### src/rtl/mem_port_arbiter_if.sv
// Bundle between the fetch unit, load/store buffer, byte-wide RAM/IO port and the arbiter.
// slave is the arbiter side; master is the requester/memory side.
interface mem_port_arbiter_if #(
    parameter int ADDR_W = 32
);
    logic              rdy;
    logic              flush;

    logic              if_req;
    logic [ADDR_W-1:0] if_addr;
    logic              if_ready;
    logic              if_done;
    logic [31:0]       if_data;

    logic              ls_req;
    logic              ls_we;
    logic [1:0]        ls_size;
    logic [ADDR_W-1:0] ls_addr;
    logic [31:0]       ls_wdata;
    logic              ls_ready;
    logic              ls_done;
    logic [31:0]       ls_rdata;

    logic              ram_we;
    logic [ADDR_W-1:0] ram_a;
    logic [7:0]        ram_dout;
    logic [7:0]        ram_din;
    logic              io_full;

    modport slave (
        input  rdy, flush,
        input  if_req, if_addr,
        output if_ready, if_done, if_data,
        input  ls_req, ls_we, ls_size, ls_addr, ls_wdata,
        output ls_ready, ls_done, ls_rdata,
        output ram_we, ram_a, ram_dout,
        input  ram_din, io_full
    );

    modport master (
        output rdy, flush,
        output if_req, if_addr,
        input  if_ready, if_done, if_data,
        output ls_req, ls_we, ls_size, ls_addr, ls_wdata,
        input  ls_ready, ls_done, ls_rdata,
        input  ram_we, ram_a, ram_dout,
        output ram_din, io_full
    );
endinterface

### src/rtl/mem_port_arbiter.sv
// Shares one byte-wide RAM/IO port between instruction fetch and load/store,
// expanding 1/2/4-byte accesses into little-endian byte cycles.
module mem_port_arbiter #(
    parameter int                ADDR_W  = 32,
    parameter logic [ADDR_W-1:0] IO_MASK = ADDR_W'(32'h0003_0000)
) (
    input logic               clk,
    input logic               rst,
    mem_port_arbiter_if.slave bus
);
    // state | meaning
    // IDLE  | no transfer in flight, requests may be granted
    // RD    | byte reads; cnt 0..N, edge N captures the last byte and finishes
    // WR    | byte writes; cnt 0..N, edge N issues the done pulse
    typedef enum logic [1:0] {IDLE, RD, WR} state_t;

    state_t            state;
    logic [2:0]        cnt;
    logic [2:0]        nbytes;
    logic              last_ls;
    logic              cur_ls;
    logic [ADDR_W-1:0] addr;
    logic [31:0]       wdata;
    logic [31:0]       rbuf;
    logic [31:0]       rbuf_nxt;
    logic              ram_we_q;
    logic              accept;
    logic              pick_ls;
    logic              is_io;
    logic [1:0]        cap_idx;
    logic [7:0]        wbyte;

    function automatic logic [2:0] size_bytes(input logic [1:0] sz);
        case (sz)
            2'd0:    return 3'd1;
            2'd1:    return 3'd2;
            default: return 3'd4;
        endcase
    endfunction

    assign accept       = (state == IDLE) && bus.rdy && !bus.flush && !rst;
    assign bus.if_ready = accept;
    assign bus.ls_ready = accept;
    assign bus.ram_we   = ram_we_q && bus.rdy;

    // With both requesting, the side that did not win last time goes first.
    assign pick_ls = bus.ls_req && (!bus.if_req || !last_ls);
    assign is_io   = (addr & IO_MASK) == IO_MASK;
    assign cap_idx = cnt[1:0] - 2'd1;
    assign wbyte   = wdata[{cnt[1:0], 3'b000} +: 8];

    // ram_din belongs to the address presented in the previous cycle, i.e. byte cnt-1.
    always_comb begin
        rbuf_nxt = rbuf;
        rbuf_nxt[{cap_idx, 3'b000} +: 8] = bus.ram_din;
    end

    always_ff @(posedge clk) begin
        if (rst) begin
            state        <= IDLE;
            cnt          <= '0;
            nbytes       <= '0;
            last_ls      <= 1'b0;
            cur_ls       <= 1'b0;
            addr         <= '0;
            wdata        <= '0;
            rbuf         <= '0;
            ram_we_q     <= 1'b0;
            bus.if_done  <= 1'b0;
            bus.ls_done  <= 1'b0;
            bus.if_data  <= '0;
            bus.ls_rdata <= '0;
            bus.ram_a    <= '0;
            bus.ram_dout <= '0;
        end else if (bus.rdy) begin
            bus.if_done <= 1'b0;
            bus.ls_done <= 1'b0;
            case (state)
                IDLE: begin
                    ram_we_q  <= 1'b0;
                    bus.ram_a <= '0;
                    if (!bus.flush && (bus.if_req || bus.ls_req)) begin
                        state   <= (pick_ls && bus.ls_we) ? WR : RD;
                        cnt     <= '0;
                        cur_ls  <= pick_ls;
                        last_ls <= pick_ls;
                        addr    <= pick_ls ? bus.ls_addr : bus.if_addr;
                        nbytes  <= pick_ls ? size_bytes(bus.ls_size) : 3'd4;
                        wdata   <= bus.ls_wdata;
                        rbuf    <= '0;
                    end
                end
                RD: begin
                    ram_we_q <= 1'b0;
                    if (bus.flush) begin
                        state     <= IDLE;
                        bus.ram_a <= '0;
                    end else if (cnt == nbytes) begin
                        state     <= IDLE;
                        bus.ram_a <= '0;
                        if (cur_ls) begin
                            bus.ls_done  <= 1'b1;
                            bus.ls_rdata <= rbuf_nxt;
                        end else begin
                            bus.if_done <= 1'b1;
                            bus.if_data <= rbuf_nxt;
                        end
                    end else begin
                        bus.ram_a <= addr + ADDR_W'(cnt);
                        if (cnt != 3'd0) rbuf <= rbuf_nxt;
                        cnt <= cnt + 3'd1;
                    end
                end
                WR: begin
                    // Stores are already committed, so flush is deliberately ignored here.
                    if (cnt == nbytes) begin
                        ram_we_q    <= 1'b0;
                        bus.ram_a   <= '0;
                        bus.ls_done <= 1'b1;
                        state       <= IDLE;
                    end else if (is_io && bus.io_full) begin
                        ram_we_q  <= 1'b0;
                        bus.ram_a <= '0;
                    end else begin
                        ram_we_q     <= 1'b1;
                        bus.ram_a    <= addr + ADDR_W'(cnt);
                        bus.ram_dout <= wbyte;
                        cnt          <= cnt + 3'd1;
                    end
                end
                default: state <= IDLE;
            endcase
        end
    end
endmodule

### src/flat_wrapper.sv
// flat-port wrapper written by rule: the top's interface ports become plain ports
module mem_port_arbiter_flat 
#(
    parameter int                ADDR_W  = 32,
    parameter logic [ADDR_W-1:0] IO_MASK = ADDR_W'(32'h0003_0000)
)
  (clk, rst, bus_rdy, bus_flush, bus_if_req, bus_if_addr, bus_if_ready, bus_if_done, bus_if_data, bus_ls_req, bus_ls_we, bus_ls_size, bus_ls_addr, bus_ls_wdata, bus_ls_ready, bus_ls_done, bus_ls_rdata, bus_ram_we, bus_ram_a, bus_ram_dout, bus_ram_din, bus_io_full);
  mem_port_arbiter_if #(.ADDR_W(ADDR_W)) bus_i ();
  input logic clk;
  input logic rst;
  input wire logic [$bits(bus_i.rdy)-1:0] bus_rdy;
  input wire logic [$bits(bus_i.flush)-1:0] bus_flush;
  input wire logic [$bits(bus_i.if_req)-1:0] bus_if_req;
  input wire logic [$bits(bus_i.if_addr)-1:0] bus_if_addr;
  output wire logic [$bits(bus_i.if_ready)-1:0] bus_if_ready;
  output wire logic [$bits(bus_i.if_done)-1:0] bus_if_done;
  output wire logic [$bits(bus_i.if_data)-1:0] bus_if_data;
  input wire logic [$bits(bus_i.ls_req)-1:0] bus_ls_req;
  input wire logic [$bits(bus_i.ls_we)-1:0] bus_ls_we;
  input wire logic [$bits(bus_i.ls_size)-1:0] bus_ls_size;
  input wire logic [$bits(bus_i.ls_addr)-1:0] bus_ls_addr;
  input wire logic [$bits(bus_i.ls_wdata)-1:0] bus_ls_wdata;
  output wire logic [$bits(bus_i.ls_ready)-1:0] bus_ls_ready;
  output wire logic [$bits(bus_i.ls_done)-1:0] bus_ls_done;
  output wire logic [$bits(bus_i.ls_rdata)-1:0] bus_ls_rdata;
  output wire logic [$bits(bus_i.ram_we)-1:0] bus_ram_we;
  output wire logic [$bits(bus_i.ram_a)-1:0] bus_ram_a;
  output wire logic [$bits(bus_i.ram_dout)-1:0] bus_ram_dout;
  input wire logic [$bits(bus_i.ram_din)-1:0] bus_ram_din;
  input wire logic [$bits(bus_i.io_full)-1:0] bus_io_full;
  assign bus_i.rdy = bus_rdy;
  assign bus_i.flush = bus_flush;
  assign bus_i.if_req = bus_if_req;
  assign bus_i.if_addr = bus_if_addr;
  assign bus_if_ready = bus_i.if_ready;
  assign bus_if_done = bus_i.if_done;
  assign bus_if_data = bus_i.if_data;
  assign bus_i.ls_req = bus_ls_req;
  assign bus_i.ls_we = bus_ls_we;
  assign bus_i.ls_size = bus_ls_size;
  assign bus_i.ls_addr = bus_ls_addr;
  assign bus_i.ls_wdata = bus_ls_wdata;
  assign bus_ls_ready = bus_i.ls_ready;
  assign bus_ls_done = bus_i.ls_done;
  assign bus_ls_rdata = bus_i.ls_rdata;
  assign bus_ram_we = bus_i.ram_we;
  assign bus_ram_a = bus_i.ram_a;
  assign bus_ram_dout = bus_i.ram_dout;
  assign bus_i.ram_din = bus_ram_din;
  assign bus_i.io_full = bus_io_full;
  mem_port_arbiter #(.ADDR_W(ADDR_W), .IO_MASK(IO_MASK)) u_core (.clk(clk), .rst(rst), .bus(bus_i));
endmodule
### config.mk
export PLATFORM = sky130hd
export DESIGN_NAME = mem_port_arbiter_flat
export DESIGN_NICKNAME = d
export VERILOG_FILES = /design/src/rtl/mem_port_arbiter_if.sv /design/src/rtl/mem_port_arbiter.sv /design/src/flat_wrapper.sv
export SDC_FILE = /design/constraint.sdc
export NUM_CORES = 1
export LEC_CHECK = 0
export CORE_ASPECT_RATIO = 1.75
export CORE_MARGIN = 2
export CORE_UTILIZATION = 44
export CTS_CLUSTER_DIAMETER = 60
export CTS_CLUSTER_SIZE = 30
export DETAILED_ROUTE_END_ITERATION = 6
export HOLD_SLACK_MARGIN = 0.12
export PLACE_DENSITY = 0.72
export SYNTH_ARGS = -nofsm -noshare
export SYNTH_HDL_FRONTEND = slang
export SYNTH_SLANG_ARGS = --single-unit
### constraint.sdc
create_clock -name clk -period 3.25 [get_ports clk]
set_input_delay 0.4875 -clock clk [delete_from_list [all_inputs] [get_ports clk]]
set_output_delay 0.4875 -clock clk [all_outputs]
set_load 0.02 [all_outputs]
# Word-level counts from Yosys, hierarchy flattened
# Index checks and enable logic that the tools add are counted.
[word_totals]
out_inout_bits = 109
register_bits = 212
wordCells = 103
input_bits = 114
[classes]
addsub = 4
n_eq_ne = 11
bitwise_logic = 4
n_reduce_logical = 30
mux = 37
shifts = 3
[ops]
columns = ["cell", "n"]
rows = [
  ["32-bit two-way mux", 9],
  ["32-bit case mux with 3 select lines", 1],
  ["32-bit case mux with 2 select lines", 1],
  ["32-bit by 3-bit adder with 32-bit output", 1],
  ["32-bit bitwise mux", 1],
  ["8-bit by 7-bit variable shift with 32-bit output (first input constant)", 1],
  ["32-bit by 6-bit indexed part select with 8-bit output", 1],
  ["8-bit by 7-bit indexed part select with 32-bit output", 1],
  ["3-bit two-way mux", 6],
  ["1-bit two-way mux", 10],
  ["2-bit inequality test (second input constant)", 5],
  ["5-bit AND reduction", 2],
  ["3-bit case mux with 3 select lines", 1],
  ["1-bit logical AND", 8],
  ["2-bit two-way mux", 4],
  ["5-bit negation with 7-bit output", 1],
  ["7-bit AND reduction", 1],
  ["2-bit case mux with 3 select lines", 1],
  ["3-bit case mux with 2 select lines", 1],
  ["2-bit AND reduction", 3],
  ["6-bit AND reduction", 1],
  ["3-bit nonzero test", 2],
  ["2-bit by 1-bit equality test with 1-bit output (second input constant)", 2],
  ["2-bit equality test (second input constant)", 2],
  ["other kinds (13)", 23],
]

# Depth between registers and ports, before layout
# Gate-level depths: netlist of the first run.
[logic_depth]
word_depth = 8
ltp_mapped = 10
mapped_depth_nobuf = 8

# Worst setup path after synthesis of the first run
# Ideal clock, no wire load.
[synth_timing]
kind = "register to register"
startpoint = "register u_core.cnt[0]"
endpoint = "register u_core.rbuf[16]"
slack_ps = 757
synth_period_minus_slack_ps = 2493
n_path_buf = 2
t_required_ps = 3180
setup_time_ps = 70
t_arrival_ps = 2423
stages_incl_launch_ff = 9
path_cell_list = "dfxtp_1 -> buf_4 -> clkbuf_1 -> inv_1 -> ha_1 -> nor3_1 -> a21oi_1 -> nand3b_1 -> a21oi_1"
[synth_via]
elab_chain_cells = 8
elab_cells_between_ends = 14
cone_classes = "add/sub (2); eq/ne (3); shift (2); mux (5); reduce/logical (2)"
[synth_rtl]
columns = ["element", "line", "rtl"]
rows = [
  ["start: declaration", "mem_port_arbiter.sv:18", "logic [2:0] cnt;"],
  ["start signal: assignment", "mem_port_arbiter.sv:111", "cnt <= cnt + 3'd1;"],
  ["start signal: assignment", "mem_port_arbiter.sv:128", "cnt <= cnt + 3'd1;"],
  ["2-bit by 1-bit subtractor with 2-bit output", "mem_port_arbiter.sv:49", "assign cap_idx = cnt[1:0] - 2'd1;"],
  ["5-bit negation with 7-bit output", "mem_port_arbiter.sv:55", "rbuf_nxt[{cap_idx, 3'b000} +: 8] = bus.ram_din;"],
  ["8-bit by 7-bit indexed part select with 32-bit output / 8-bit by 7-bit variable shift with 32-bit output (equally long branches)", "mem_port_arbiter.sv:55", ""],
  ["32-bit bitwise mux", "mem_port_arbiter.sv:55", ""],
  ["32-bit two-way mux", "mem_port_arbiter.sv:110", "if (cnt != 3'd0) rbuf <= rbuf_nxt;"],
  ["32-bit two-way mux", "mem_port_arbiter.sv:98", "end else if (cnt == nbytes) begin"],
  ["32-bit two-way mux", "mem_port_arbiter.sv:95", "if (bus.flush) begin"],
  ["32-bit case mux with 2 select lines", "mem_port_arbiter.sv:78", "case (state)"],
  ["end signal: assignment", "mem_port_arbiter.sv:110", ""],
  ["end: declaration", "mem_port_arbiter.sv:24", "logic [31:0] rbuf;"],
]
# Parallel ways exist; a longest one is shown, timed or not. The select of a mux whose other input is x is not followed.
# A chain may end at the register's enable or synchronous reset.

# Worst setup path after layout of the first run
[layout_timing]
startpoint = "input port bus_rdy"
endpoint = "output port bus_ls_ready"
[layout_via]
elab_chain_cells = 3
[layout_rtl]
columns = ["element", "line", "rtl"]
rows = [
  ["start: declaration", "flat_wrapper.sv:11", "input wire logic [$bits(bus_i.rdy)-1:0] bus_rdy;"],
  ["1-bit logical AND (3 in a row)", "mem_port_arbiter.sv:41", "assign accept = (state == IDLE) && bus.rdy && !bus.flush && !rst;"],
  ["end: declaration", "flat_wrapper.sv:23", "output wire logic [$bits(bus_i.ls_ready)-1:0] bus_ls_ready;"],
]
# Every way passes these cells.

==> impl_results.md, run 1 <==
- Post-CTS Resized: 0
- Final Hold Fails: 0
- Detailed Place HPWL: between 15,000 and 20,000 µm
- Setup TNS: 0 ns
- Core box area: 0.02085 mm²
- P_leak: between 4 and 5 nW
- Vias in the first global route: between 7,000 and 8,000
- Total setup buffers inserted after CTS: 0
- Tcrit/Tclk final: 0.8304
- Hold Buf Count CTS: 0
- Pwr Density: between 400 and 500 mW/mm²
- Critical Path AT: 2.21 ns
- Outcome: completed
- First drt pass iteration count: 5
- Synthesized area: 0.009305 mm²
- Hold_sp: rst
- Slew HR: 0.2580
- Final setup violation count: 0
- Worst Skew: ~0.027 ns
- CTS Sinks: about 210
- Seq cells post-synth: about 210
- Vias/cell: ~5.4
- Clk_lat worst skew: roughly 0.48 ns
- CTS tree: built
- Post-synth EDFFs: 0
- Final nets: ~1,400
- Layout cell share with drive strength beyond 1: 0.04582
- Initial core utilization: 0.4464
- Startpoint Class: input pin
- PortBufs: approximately 220
- R2r setup slk: roughly 0.6 ns
- Ant diodes: 0
- Htree depth: 1
- Placer Congestion: 0.8328
- HP Class: input pin to register
- Post-Syn Area per Cell: 8.778 µm²
- FF-to-FF End: u_core.rbuf[12]
- Initial antenna violation count: 0
- RSZ-0062 raised after global routing: false
- Die area: 0.02237 mm²
- Critical path class: input pin to output pin
- Reg2Reg Launch Point: u_core.cnt[0]
- Cts bufs inserted: 12
- Total number of vias: 8,086
- Remaining global-route overflow: 0
- Overall global routing resource usage: 0.2160
- Reg2Reg Depth: 9
- Worst Tran Pin Value: approximately 1.1 ns
- ANT nets after route: 0
- Routed Wire Length: 24,720 µm
- Pin count of the biggest net entering global routing: 105
- Area grow syn2layout: 30.23%
- Syn Nets: around 1,200
- Initial DRC count: approximately 450
- Post-synthesis sequential area ratio: 0.4561
- Routed len/inst: ~17 µm
- Row cnt: 70
- Synthesized instance count: 1,060
- Synth cell types: around 60
- Hold path cells: 2
- Worst Hold End: u_core.addr[18]
- Root Driver: clkbuf_16
- Tmin final: between 2 and 3 ns
- Final Core Density: 0.5813
- Fmax: roughly 370 MHz
- Kind of end point of the critical path: output pin
- DRC viols: 0
- Clock Pin Slew Worst Setup and Hold Paths: ~0.1 ns
- First-pass GRT wire length: 39,340 µm
- Synth Flop Type: dfxtp_1
- CP required: about 2.8 ns
- Warnings from Yosys: 0
- Most common cell after layout, fill and taps aside: clkdlybuf4s50_1
- Most frequent cells in the layout: clkdlybuf4s50_1 (221), dfxtp_1 (212), nand2_1 (140)
- Max_cap viols: 0
- Clock buffer depth: 3
- Die Y-Extent: approximately 200 µm
- Async SR Flop Fraction: 0
- Die Span X: between 100 and 150 µm
- Peak supply drop: ~0.40 mV
- Crit path max fanout: 9
- Slew Limit Fails: 0
- I/O pins: between 200 and 250
[critical path: stages]
cell and delay, ns:
clkdlybuf4s50_1 0.65, nand3b_1 0.20, nor2_1 0.22, clkdlybuf4s50_1 0.64
[area by class of cell]
class	instances	area (µm²)
flip-flops and latches	212	4244
multi-input cells	759	4711
well taps	252	315.3
clock buffers	14	329.1
repair buffers	242	2424
inverters	12	45.04
clock inverters	5	50.05
fillers	1920	8727
[worst max path at each step]
stage	endpoint	cells past startpoint	startpoint
global route	u_core.rbuf[12]	9	u_core.cnt[0]
detailed placement	u_core.rbuf[31]	6	bus_if_req
floorplan	u_core.rbuf[16]	8	u_core.cnt[0]
global placement	u_core.rbuf[25]	6	bus_if_req
CTS	bus_if_ready	4	bus_rdy
finish	bus_ls_ready	4	bus_rdy
[layer usage]
layer | wire (µm) | GRT usage | vias to the layer above | share of wire
met2 | 13650 | 0.4180 | 223 | 0.55
met4 | 673 | 0.07046 | 0 | 0.027
li1 | - | - | 4088 | -
met5 | 0 | 0 | - | 0
met1 | 9263 | 0.2359 | 3733 | 0.37
met3 | 1127 | 0.03106 | 42 | 0.046
[power breakdown]
group	switching (mW)	total [mW]	internal, mW
sequential	0.0555	2.71	2.66
combinational	0.290	0.563	0.273
clock	0.887	1.64	0.757
total	1.23	4.92	3.69
[cell families after synthesis]
group,after synthesis,synth area share
xor gates and xnor gates,34,0.03200
muxes,49,0.06481
and+or+nand+nor,401,0.2065
AOI/OAI and AO/OA,261,0.1795
buffers and inverters,89,0.04141
adders and majority gates,14,0.01963
DFF,212,0.4561
[synth_stat cells, drive strengths merged (5+ instances only)]
library cell / instances / area [µm²]
mux4: 8 / 191.4
and3: 5 / 31.28
a22oi: 11 / 82.58
a211oi: 97 / 733.2
buf: 33 / 175.2
inv: 12 / 45.04
mux2i: 40 / 400.4
nand4: 7 / 43.79
dfxtp: 212 / 4244
xnor2: 23 / 201.4
ha: 13 / 162.7
nor2: 129 / 484.2
nand2: 140 / 525.5
nand3: 7 / 35.03
o211ai: 5 / 37.54
nor4: 6 / 37.54
and4: 6 / 52.55
nand3b: 34 / 255.2
a21oi: 105 / 525.5
nor3: 13 / 81.33
o21ai: 25 / 125.1
clkbuf: 44 / 165.2
xor2: 11 / 96.34
nor2b: 36 / 225.2
[flip-flops by register name, indices dropped and copies added, names as in the netlist, 2 cells and up]
signal and cells:
u_core.bus.if_data 32, u_core.cnt 3, u_core.bus.ram_a 32, u_core.bus.ram_dout 8, u_core.state 2, u_core.rbuf 32
u_core.wdata 32, u_core.addr 32, u_core.nbytes 3, u_core.bus.ls_rdata 32
[stage by stage]
stage	worst slack, ns	cells	instance area (µm²)	hold slack (ns)	power, mW
after floorplan	0.7569	1060	9305	0.4273	3.070
after global routing	0.3282	1496	12120	0.1814	5.109
after CTS	0.5700	1496	12120	0.1781	4.974
after global placement	0.3663	1477	11740	0.4335	3.329
after detailed placement	0.3166	1477	11740	0.4401	3.340
final	0.5512	1496	12120	0.1954	4.920
Power figures use the tool's default switching activity.
==> run 2, diff against run 1 <==
PLACE_DENSITY = 0.75   (was 0.72)
clock period = 2.4 ns   (was 3.25 ns; I/O delays follow)
==> impl_results.md, run 2 (synthesis results as in run 1) <==
- HP Class: input pin to register
- Outcome: completed
- Initial DRC count: 494 (+11%)
- CP bufs+invs: 1 (-1)
- CTS tree: built
- Critical Path AT: 2.67 ns (+0.46 ns)
- Kind of end point of the critical path: register
- Row cnt: 70 (unchanged)
- Setup WS pre-CTS: 0.04907 ns (-0.2675 ns)
- Fmax: between 400 and 500 MHz
- R2r setup slk: 0.12 ns (-0.48 ns)
- First-pass GRT wire length: 39,710 µm (+0.95%)
- Sw frac: 0.2557 (+0.005326)
- Max_cap viols: 0 (unchanged)
- Top delay family on crit path: compound AO/OA/AOI/OAI gates
- Htree depth: 1 (unchanged)
- Pin count of the biggest net entering global routing: 67 (-36%)
- Routed len/inst: 16.51 µm (about the same)
- CTS Sinks: 212 (unchanged)
- Worst Hold End: u_core.addr[17]
- Die Y-Extent: 196.4 µm (unchanged)
- Clock Pin Slew Worst Setup and Hold Paths: 0.11 ns (about the same)
- Layout cell share with drive strength beyond 1: 0.06270 (+0.01688)
- CP cell instances: ha_2 -> inv_1 -> fa_2 -> nor2b_4 -> o2111a_1 -> nand4_1 -> o2111a_1 -> a211o_1
- Clock buffer depth: 3 (unchanged)
- Worst Skew: 0.02738 ns (+0.0003285 ns)
- Final worst slack: 0.1215 ns (-0.4297 ns)
- ANT nets after route: 0 (unchanged)
- Cts bufs inserted: 12 (unchanged)
- Root Driver: clkbuf_16
- Initial core utilization: 0.4464 (unchanged)
- Crit path max fanout: 4 (-5)
- CP max-delay cell: fa_2
- Most common cell after layout, fill and taps aside: clkdlybuf4s50_1
- Global-route met2 utilization: 0.4081 (-0.009921)
- Final setup violation count: 0 (unchanged)
- Logic gate share of total power: 0.117 (+0.003)
- Ant diodes: 0 (unchanged)
- Total number of vias: 8,196 (+1.4%)
- Die Span X: 113.9 µm (unchanged)
- Sequential cell fraction of total power: 0.543 (-0.009)
- Final nets: 1,383 (+1.2%)
- Number of cells after detailed placement: 1,491 (+0.95%)
- I/O pins: 223 (unchanged)
- CP required: 2.79 ns (+0.03 ns)
- Peak supply drop: 0.5240 mV (+32%)
- Placer Congestion: 0.8334 (about the same)
- Clk pwr share: 0.340 (+0.006)
- M1 GR Usage: 0.2386 (+0.002730)
- FF-to-FF End: u_core.bus.ram_a[20]
- Net switching power: 1.731 mW (+40%)
- Die area: 0.02237 mm² (unchanged)
- Core box area: 0.02085 mm² (unchanged)
- Clk_lat worst skew: 0.49 ns (about the same)
- Filler cells: 1,871 (-2.6%)
- Reg2Reg Depth: 8 (-1)
- Initial antenna violation count: 0 (unchanged)
- Slew HR: 0.5393 (+0.2814)
- Routed Wire Length: 24,960 µm (+0.98%)
- Detailed Place HPWL: 18,250 µm (+1.6%)
- DRC viols: 0 (unchanged)
- PortBufs: 222 (unchanged)
- Fin cells: 1,512 (+1.1%)
- Startpoint Class: register
- CP most frequent cell: o2111a_1
- Biggest cell delay along the critical path: 0.37 ns (-0.28 ns)
- Vias in the first global route: 7,952 (+1.6%)
- Area grow syn2layout: 32.69%
- RSZ-0062 raised after global routing: false
- Critical path class: register to register
- Overall global routing resource usage: 0.2184 (+0.002377)
- First drt pass iteration count: 5 (unchanged)
- Tcrit/Tclk final: 0.9494
- Most frequent cells in the layout: clkdlybuf4s50_1 (219), dfxtp_1 (212), nand2_1 (140)
- Slew Limit Fails: 0 (unchanged)
- Setup TNS: 0 ns (unchanged)
- Final Hold Fails: 0 (unchanged)
- Vias/cell: 5.421 (+0.29%)
- Tmin final: roughly 2.3 ns
- Hold_sp: rst
- Grt peak-use layer: met2
- GR Util met3: 0.02891 (-0.002153)
- Reg2Reg Launch Point: u_core.cnt[0]
- Int Power: 5.037 mW (+37%)
- Pwr Density: 548.2 mW/mm² (+35%)
- P_leak: 4.315 nW (+3.7%)
- Remaining global-route overflow: 0 (unchanged)
- Hold path cells: 2 (unchanged)
- Worst Tran Pin Value: 0.6910 ns (-0.4220 ns)
run 2: changes by cell type in the layout (fill, tap and decap cells not counted), moves of 2 or more:
cell	delta
nor4b_2	-2
dlygate4sd2_1	+2
clkdlybuf4s50_1	-2
buf_12	+2
buf_4	+11
nor4b_4	+2
inv_6	-2
buf_6	+3
run 2: repair_timing:
item / in CTS / in global routing
endpoints found under the setup margin: 2 / 65
gates resized for setup: 2 / 10
pin swaps: 0 / 3
cloned: 0 / 0
buffers inserted: 0 / 2
hold buffers: 0 / 0
run 2: layer usage:
| layer | routed length (µm) | up-vias |
|---|---|---|
| li1 | - | 4115 |
| met1 | 9166 | 3769 |
| met2 | 13410 | 253 |
| met3 | 1206 | 59 |
| met4 | 1174 | 0 |
| met5 | 0 | - |
run 2: through the flow:
step | hold WS, ns | area, µm² | util | power [mW]
final | 0.1928 | 12350 | 0.5923 | 6.768
after global routing | 0.2027 | 12350 | 0.5923 | 7.045
after CTS | 0.1746 | 12280 | 0.5891 | 6.839
after detailed placement | 0.4385 | 11890 | 0.5702 | 4.542
after global placement | 0.4331 | 11890 | 0.5702 | 4.528
after floorplan | 0.4273 | 9321 | - | 4.159
run 2: layout make-up:
class | count | area [µm²] | area share
multi-input cells | 759 | 4767 | 0.3861
flip-flops and latches | 212 | 4244 | 0.3437
repair buffers | 258 | 2577 | 0.2088
clock buffers | 13 | 325.3 | 0.02635
well taps | 252 | 315.3 | 0.02554
clock inverters | 6 | 72.57 | 0.005878
inverters | 12 | 45.04 | 0.003648
run 2: worst max-delay path by stage:
| stage | startpoint | to | slack [ns] | cells past startpoint |
|---|---|---|---|---|
| floorplan | u_core.cnt[0] | u_core.rbuf[10] | 0.003 | 9 |
| global placement | u_core.cnt[0] | u_core.rbuf[30] | 0.10 | 7 |
| detailed placement | bus_flush | u_core.bus.ram_a[0] | 0.05 | 7 |
| CTS | u_core.cnt[0] | u_core.rbuf[27] | 0.02 | 7 |
| global route | u_core.cnt[0] | u_core.bus.ram_a[20] | 0.002 | 8 |
| finish | u_core.cnt[0] | u_core.bus.ram_a[20] | 0.12 | 8 |
run 2: worst register-to-register path: stages, from the launching register on:
cell,delay (ns)
dfxtp_1,0.36
ha_2,0.21
inv_1,0.06
fa_2,0.37
nor2b_4,0.18
o2111a_1,0.27
nand4_1,0.19
o2111a_1,0.28
a211o_1,0.26
run 2: power by group through the flow:
stage	combinational, mW	clock (mW)	sequential, mW
after floorplan	0.408	0	3.75
after global placement	0.776	0	3.75
after detailed placement	0.785	0	3.76
after CTS	0.788	2.37	3.68
after global routing	0.861	2.49	3.69
final	0.790	2.30	3.68
